--- config.mk ---
export PLATFORM = sky130hd
export DESIGN_NAME = dl_fifo
export DESIGN_NICKNAME = d
export VERILOG_FILES = /design/src/rtl/dl_fifo_mem.sv /design/src/rtl/dl_fifo.sv
export SDC_FILE = /design/constraint.sdc
export NUM_CORES = 1
export LEC_CHECK = 0
export ABC_AREA = 1
export CELL_PAD_IN_SITES_DETAIL_PLACEMENT = 1
export CELL_PAD_IN_SITES_GLOBAL_PLACEMENT = 2
export CORE_ASPECT_RATIO = 1.4
export CORE_MARGIN = 4
export CORE_UTILIZATION = 35
export DETAILED_ROUTE_END_ITERATION = 8
export DONT_BUFFER_PORTS = 1
export PLACE_DENSITY = 0.65
export SETUP_SLACK_MARGIN = 0.2
export SLEW_MARGIN = 10
export SYNTH_ARGS = -nofsm -noshare
export SYNTH_HDL_FRONTEND = slang
export SYNTH_SLANG_ARGS = --single-unit
--- constraint.sdc ---
create_clock -name clk -period 4.2 [get_ports clk]
set_input_delay 1.26 -clock clk [delete_from_list [all_inputs] [get_ports clk]]
set_output_delay 1.26 -clock clk [all_outputs]
set_load 0.01 [all_outputs]
--- src/rtl/dl_fifo_mem.sv ---
// Storage array for dl_fifo: one synchronous write port, one combinational read port.
// Contents are deliberately left unreset; occupancy tracking lives in the control logic.
`ifndef DL_FIFO_MEM_SV
`define DL_FIFO_MEM_SV

module dl_fifo_mem #(
    parameter int NUM_BITS = 32,
    parameter int DEPTH    = 4
) (
    input  logic                       clk,
    input  logic                       wr_en,
    input  logic [$clog2(DEPTH)-1:0]   wr_addr,
    input  logic [NUM_BITS-1:0]        wr_data,
    input  logic [$clog2(DEPTH)-1:0]   rd_addr,
    output logic [NUM_BITS-1:0]        rd_data
);

    logic [NUM_BITS-1:0] mem_q [DEPTH];

    always_ff @(posedge clk) begin
        if (wr_en) begin
            mem_q[wr_addr] <= wr_data;
        end
    end

    assign rd_data = mem_q[rd_addr];

endmodule

`endif

--- src/rtl/dl_fifo.sv ---
// First-word-fall-through FIFO with valid/ready handshakes on both sides.
// Pointer and occupancy control lives here; storage is delegated to dl_fifo_mem.
`ifndef DL_FIFO_SV
`define DL_FIFO_SV

module dl_fifo #(
    parameter int NUM_BITS = 32,
    parameter int DEPTH    = 4
) (
    input  logic                       clk,
    input  logic                       rst,
    input  logic                       enq_val,
    output logic                       enq_rdy,
    input  logic [NUM_BITS-1:0]        enq_data,
    output logic                       deq_val,
    input  logic                       deq_rdy,
    output logic [NUM_BITS-1:0]        deq_data,
    output logic [$clog2(DEPTH):0]     count,
    output logic                       full,
    output logic                       empty
);

    localparam int PTR_W = $clog2(DEPTH);
    localparam int CNT_W = PTR_W + 1;

    logic [PTR_W-1:0] wr_ptr_q, wr_ptr_d;
    logic [PTR_W-1:0] rd_ptr_q, rd_ptr_d;
    logic [CNT_W-1:0] count_q, count_d;
    logic             enq_fire;
    logic             deq_fire;

    // Status flags come only from registered occupancy, so the handshakes never
    // combinationally depend on the opposite side's input.
    assign full    = (count_q == CNT_W'(DEPTH));
    assign empty   = (count_q == '0);
    assign count   = count_q;
    assign enq_rdy = ~full;
    assign deq_val = ~empty;

    assign enq_fire = enq_val & enq_rdy;
    assign deq_fire = deq_val & deq_rdy;

    always_comb begin
        wr_ptr_d = wr_ptr_q;
        rd_ptr_d = rd_ptr_q;
        count_d  = count_q;
        if (enq_fire) begin
            wr_ptr_d = wr_ptr_q + PTR_W'(1);
        end
        if (deq_fire) begin
            rd_ptr_d = rd_ptr_q + PTR_W'(1);
        end
        if (enq_fire && !deq_fire) begin
            count_d = count_q + CNT_W'(1);
        end else if (deq_fire && !enq_fire) begin
            count_d = count_q - CNT_W'(1);
        end
    end

    always_ff @(posedge clk) begin
        if (rst) begin
            wr_ptr_q <= '0;
            rd_ptr_q <= '0;
            count_q  <= '0;
        end else begin
            wr_ptr_q <= wr_ptr_d;
            rd_ptr_q <= rd_ptr_d;
            count_q  <= count_d;
        end
    end

    // Writes are suppressed during reset so a discarded word never lands in storage.
    dl_fifo_mem #(
        .NUM_BITS (NUM_BITS),
        .DEPTH    (DEPTH)
    ) u_mem (
        .clk     (clk),
        .wr_en   (enq_fire & ~rst),
        .wr_addr (wr_ptr_q),
        .wr_data (enq_data),
        .rd_addr (rd_ptr_q),
        .rd_data (deq_data)
    );

endmodule

`endif

==> results of run 1 <==
## worst min-delay path by stage
stage	start	depth (start not counted)	end	slack [ps]
finish	rd_ptr_q[0]	2	register	490
global route	rd_ptr_q[0]	2	register	530
CTS	rd_ptr_q[0]	2	register	500
detailed placement	rd_ptr_q[0]	2	register	490
global placement	rd_ptr_q[0]	2	register	490
floorplan	rd_ptr_q[1]	2	register	460
## layout by cell type (no fill, tap or decap)
| cell type | count |
|---|---|
| edfxtp_1 | 128 |
| nor2_1 | 71 |
| o21ai_0 | 37 |
| o22ai_1 | 32 |
| o21ai_1 | 28 |
| clkbuf_16 | 17 |
| inv_1 | 15 |
| nand2_1 | 11 |
| dfxtp_1 | 8 |
| nor2_4 | 6 |
| inv_6 | 5 |
| a21oi_1 | 5 |
| ha_1 | 5 |
| bufinv_16 | 5 |
| nand3_1 | 4 |
| buf_4 | 4 |
| nand2_2 | 3 |
| clkinv_2 | 3 |
| buf_12 | 3 |
| inv_2 | 2 |
| nand2_4 | 1 |
| xor2_1 | 1 |
| nand3b_1 | 1 |
| fa_1 | 1 |
| dfxtp_2 | 1 |
| clkinv_4 | 1 |
| clkinvlp_4 | 1 |
| clkinv_1 | 1 |
## flip-flops by register name, indices dropped and copies added, names as in the netlist, named ones only
signal,flops
wr_ptr_q,2
u_mem.mem_q,128
rd_ptr_q,2
count,3
## logic make-up (layout without fill, tap and decap cells)
logic type / Yosys count / in the layout
xor+xnor: 1 / 1
fa+ha+maj: 6 / 6
compound gates: 102 / 102
simple gates: 97 / 97
buf+inv: 37 / 57
flops: 137 / 137
## metal layers
layer / global-route usage [%] / vias up
met3: 5.894 / 14
met5: 0 / -
met2: 25.87 / 60
met1: 15.69 / 1514
li1: - / 1408
met4: 4.696 / 0
## worst max-delay path: stages (launching register included)
cell and delay [ps]:
dfxtp_2 830, inv_6 360, o21ai_0 280, o22ai_1 160
## stage by stage
stage	instances	util, %	cell area (um^2)	total power [mW]
detailed placement	557	37.56	5499	2.435
global placement	557	37.56	5499	2.406
finish	589	41.97	6145	3.990
CTS	589	41.97	6145	4.056
global route	589	41.97	6145	4.214
floorplan	380	-	5284	2.258
## where the power goes
| group | internal [mW] | total, mW | switching [mW] | leakage [nW] |
|---|---|---|---|---|
| Sequential | 1.60 | 1.70 | 0.100 | 1.24 |
| Combinational | 0.193 | 0.681 | 0.488 | 0.506 |
| Clock | 1.06 | 1.61 | 0.557 | 0.316 |
| Total | 2.85 | 3.99 | 1.14 | 2.06 |
## area by class of cell
cell class | count | area, um^2
Inverter | 18 | 72.57
Fill cell | 1490 | 8494
Timing Repair Buffer | 7 | 90.09
Sequential cell | 137 | 4025
Clock inverter | 15 | 220.2
Multi-Input combinational cell | 206 | 1075
Clock buffer | 17 | 425.4
Tap cell | 189 | 236.5
==> metrics.md, run 1 <==
| Metric | Value |
|---|---|
| Share of layout cells above drive strength 1 | `13.00%` |
| CTS tree | `done` |
| TritonCTS Sinks | `137` |
| RSZ-0062 raised after global routing | `no` |
| Leakage | `a little over 2 nW` |
| Hold Fails Final Rpt | `0` |
| Core area | `0.01464 mm^2` |
| Worst setup endpoint | `deq_data[25]` |
| Clk Latency, worst-skew pair | `410 ps` |
| N_diodes | `0` |
| Worst Setup Path Type | `reg -> out` |
| Main flop type after synthesis | `edfxtp_1` |
| R2R Path Start | `count[1]` |
| Main combinational cell family by area after synthesis | `compound AO/OA/AOI/OAI gates` |
| Cell with the most instances after synthesis | `edfxtp_1` |
| Area added between synthesis and finish | `16.29%` |
| Synth Area in Compound Gates | `10.42%` |
| Relative slew slack | `47.62%` |
| Postcts setup bufs | `0` |
| Initial Util | `36.09%` |
| DR WL/cell | `20.32 um` |
| Top Layer Used | `met4` |
| Cells after synthesis | `380` |
| Met3 wire length | `721 um` |
| TNS Setup | `0 ps` |
| Maximum vdd drop | `0.2609 mV` |
| Synthesized area | `0.005284 mm^2` |
| Total grt overflow | `0` |
| Largest net degree at the start of global routing | `65` |
| Tightest Pin Transition | `roughly 790 ps` |
| Yosys warns | `0` |
| Antenna violations before repair | `0` |
| RePlAce Congestion | `0.6850` |
| Root Driver | `clkbuf_16` |
| Pre-CTS WS | `between 1000 and 1500 ps` |
| Die X | `between 100 and 150 um` |
| Post-synth EDFFs | `128` |
| PnR worst setup slack | `824.8 ps` |
| Via Count | `2,996` |
| Crit end category | `output pin` |
| Outcome | `finished clean` |
| PwrDens | `649.4 mW/mm^2` |
| Max Fclk | `296.3 MHz` |
| Synth Register Bits | `roughly 140` |
| Leading area contributor after synthesis | `edfxtp_1` |
| # IOs | `75` |
| CTS Buffer Depth | `2` |
| Num CTS Buffers | `17` |
| Synth Net Count | `422` |
| Remaining DRCs | `0` |
| Slew Limit Fails | `0` |
| First-pass GRT wire length | `18,730 um` |
| Post-synth top cells | `128 x edfxtp_1, 75 x nor2_1, 37 x o21ai_0` |
| Max-cap violations | `0` |
| Sequential fraction of the synthesis area | `approximately three quarters` |
| CP max FO | `64` |
| Worst Reg2Reg Path Length in Cells | `7` |
| CP Launch Type | `register` |
| Die H | `153.4 um` |
| Post-DP HPWL | `7282 um` |
| Post-synthesis mux area share | `0%` |
| CP required | `2940 ps` |
| Post-CTS Resized | `0` |
| Final WL | `11,970 um` |
| DR iter-0 viols | `167` |
| Input/output buffers | `0` |
| Top cell type's share of synthesized area | `between 70% and 80%` |
| H-tree Lvls | `4` |
| Layout Nets | `429` |
| Hold slack | `491.0 ps` |
| Final worst-path cycle share | `80.36%` |
| Number of global-route vias before repair | `between 3,000 and 4,000` |
| CP Data Arrival Time | `2120 ps` |
| Die area | `0.01715 mm^2` |
| Reg2reg end | `u_mem.mem_q[0][11]` |
| Met2 WL | `6479 um` |
| Final setup vio count | `0` |
| Post-synth cell types | `23` |
| M1 wire length | `4613 um` |
| XOR/XNOR Fraction of Synth Area | `0.1658%` |
| Simple-Gate Fraction of Synth Area | `7.625%` |
| # rows | `52` |
| Fin Clk Skew | `7.450 ps` |
| CTS clk-pin slew, worst paths | `around 60 ps` |
| Final min period | `3375 ps` |
| Min-delay worst type | `reg -> reg` |
| Post-route ant nets | `0` |
| Ys async rst share | `0%` |
| Initial DRT Pass Iterations | `4` |
| GRT Total Usage | `14.56%` |
| R2R Setup Slk | `1940 ps` |
| Largest cells by area after synthesis | `edfxtp_1 73%, nor2_1 5.3%, o22ai_1 3.8%` |
| Post-Syn Area per Cell | `13.90 um^2` |
| CTS hold repair buffers | `0` |
| Adder-cell area share of the yosys netlist | `around 1.6%` |
| DR vias/cell | `5.087` |
Power figures use the tool's default switching activity.
==> run 2: changes to the inputs <==
Settings changed: PLACE_DENSITY 0.65 to 0.68.
Clock period 4.2 ns to 2.8 ns, I/O delays scaled along.
==> metrics.md, run 2 (synthesized netlist as in run 1, its figures left out) <==
| Metric | Value |
|---|---|
| RePlAce Congestion | `0.6942 (+1.3%)` |
| DR vias/cell | `5.092 (about the same)` |
| Hold slack | `474.9 ps (-16.14 ps)` |
| CP max FO | `64 (unchanged)` |
| Max FFs per register | `128 (unchanged)` |
| CTS hold repair buffers | `0 (unchanged)` |
| CP Launch Type | `register` |
| CTS tree | `done` |
| Fin Clk Skew | `11.12 ps (+3.674 ps)` |
| Finished Layout Cells | `590 (+0.17%)` |
| Postcts setup bufs | `0 (unchanged)` |
| Crit end category | `output pin` |
| Final worst-path cycle share | `89.79%` |
| Hold Fails Final Rpt | `0 (unchanged)` |
| Input/output buffers | `0 (unchanged)` |
| CTS clk-pin slew, worst paths | `60 ps (about the same)` |
| Min-delay worst type | `in -> reg` |
| Area added between synthesis and finish | `17.24%` |
| Slew Limit Fails | `0 (unchanged)` |
| Share of layout cells above drive strength 1 | `13.47% (+0.47 points)` |
| CP required | `1960 ps (-980 ps)` |
| Worst Setup Path Type | `reg -> out` |
| Outcome | `finished clean` |
| Remaining DRCs | `0 (unchanged)` |
| Num CTS Buffers | `17 (unchanged)` |
| TritonCTS Sinks | `137 (unchanged)` |
| Leakage | `2.068 nW (+0.46%)` |
| Via Count | `3,004 (+0.27%)` |
| Dpl cells | `558 (+0.18%)` |
| RSZ-0062 raised after global routing | `no` |
| Total grt overflow | `0 (unchanged)` |
| Relative slew slack | `72.50% (+25 points)` |
| DR iter-0 viols | `81 (-51%)` |
| Final setup vio count | `0 (unchanged)` |
| CP Data Arrival Time | `1670 ps (-450 ps)` |
| Die X | `111.8 um (unchanged)` |
| Max Fclk | `397.7 MHz` |
| Core area | `0.01464 mm^2 (unchanged)` |
| CTS Buffer Depth | `2 (unchanged)` |
| Largest net degree at the start of global routing | `65 (unchanged)` |
| GRT Total Usage | `14.18% (-0.38 points)` |
| # IOs | `75 (unchanged)` |
| Final min period | `~2500 ps` |
| Clk Latency, worst-skew pair | `420 ps (about the same)` |
| Post-DP HPWL | `6839 um (-6.1%)` |
| Antenna violations before repair | `0 (unchanged)` |
| Most frequent cells in the layout | `128 x edfxtp_1, 71 x nor2_1, 37 x o21ai_0, 31 x o22ai_1, 28 x o21ai_1` |
| Power, Total | `6.011 mW (+51%)` |
| TNS Setup | `0 ps (unchanged)` |
| First-pass GRT wire length | `18,240 um (-2.7%)` |
| PwrDens | `970.4 mW/mm^2 (+49%)` |
| DR WL/cell | `19.78 um (-2.6%)` |
| R2R Setup Slk | `820 ps (-1120 ps)` |
| Die area | `0.01715 mm^2 (unchanged)` |
| Max-cap violations | `0 (unchanged)` |
| Largest register by flop count | `u_mem.mem_q` |
| Maximum vdd drop | `0.4922 mV (+89%)` |
| Root Driver | `clkbuf_16` |
| PnR worst setup slack | `285.8 ps (-539.0 ps)` |
| Final WL | `11,670 um (-2.5%)` |
| Commonest non-fill, non-tap cell in the layout | `edfxtp_1` |
| Die H | `153.4 um (unchanged)` |
| Number of global-route vias before repair | `3,337 (+2.3%)` |
| H-tree Lvls | `4 (unchanged)` |
| N_diodes | `0 (unchanged)` |
| Layout Nets | `430 (+0.23%)` |
| Post-CTS Resized | `0 (unchanged)` |
| Initial Util | `36.09% (unchanged)` |
| Tightest Pin Transition | `412.5 ps (-373.2 ps)` |
| # rows | `52 (unchanged)` |
| Initial DRT Pass Iterations | `4 (unchanged)` |
| Pre-CTS WS | `672.1 ps (-557.2 ps)` |
| Post-route ant nets | `0 (unchanged)` |
==> run 2: cell types whose count changed in the layout (fill, tap and decap cells not counted), sizes merged <==
cell      change
buf           +1
clkbuf        +1
clkinv        -1
clkinvlp      +1
inv           -1
==> run 2: where the power goes <==
part           switching, mW  leakage (nW)  total, mW  internal (mW)
clock                  0.839         0.311       2.43           1.59
combinational          0.787         0.520       1.09          0.308
sequential            0.0948          1.24       2.49           2.40
total                   1.72          2.07       6.01           4.29
==> run 2: metrics by stage <==
stage	util [%]	area [um^2]
6_report	42.32	6195
5_1_grt	42.32	6195
2_1_floorplan	-	5284
4_1_cts	42.21	6180
3_5_place_dp	37.79	5532
3_3_place_gp	37.79	5532
==> run 2: cell type report <==
type	instances	area [um^2]
inverter	18	77.57
sequential	137	4025
clock inverter	14	219.0
clock buffer	18	429.2
timing repair buffer	8	126.4
multi-input combinational	206	1081
tap	189	236.5
fill	1503	8444
==> run 2: layer usage <==
metal	track usage [%]	up-vias	share of wire (%)
met5	0	-	0
met4	7.304	0	2.8
met3	5.973	23	7.0
met2	24.93	77	53
met1	14.17	1491	37
li1	-	1413	-
==> run 2: path summary, 6_finish.rpt <==
kind,start,to,cells after the start
hold / removal,rst,register,1
setup / recovery,register,deq_data[18],3
setup reg to reg,count[1],count[2],13
hold reg to reg,rd_ptr_q[1],rd_ptr_q[1],2
==> run 2: worst max-delay path, stage by stage (launching register included) <==
cell     delay (ps)
dfxtp_2         400
buf_12          270
o21ai_0         160
o22ai_1         370
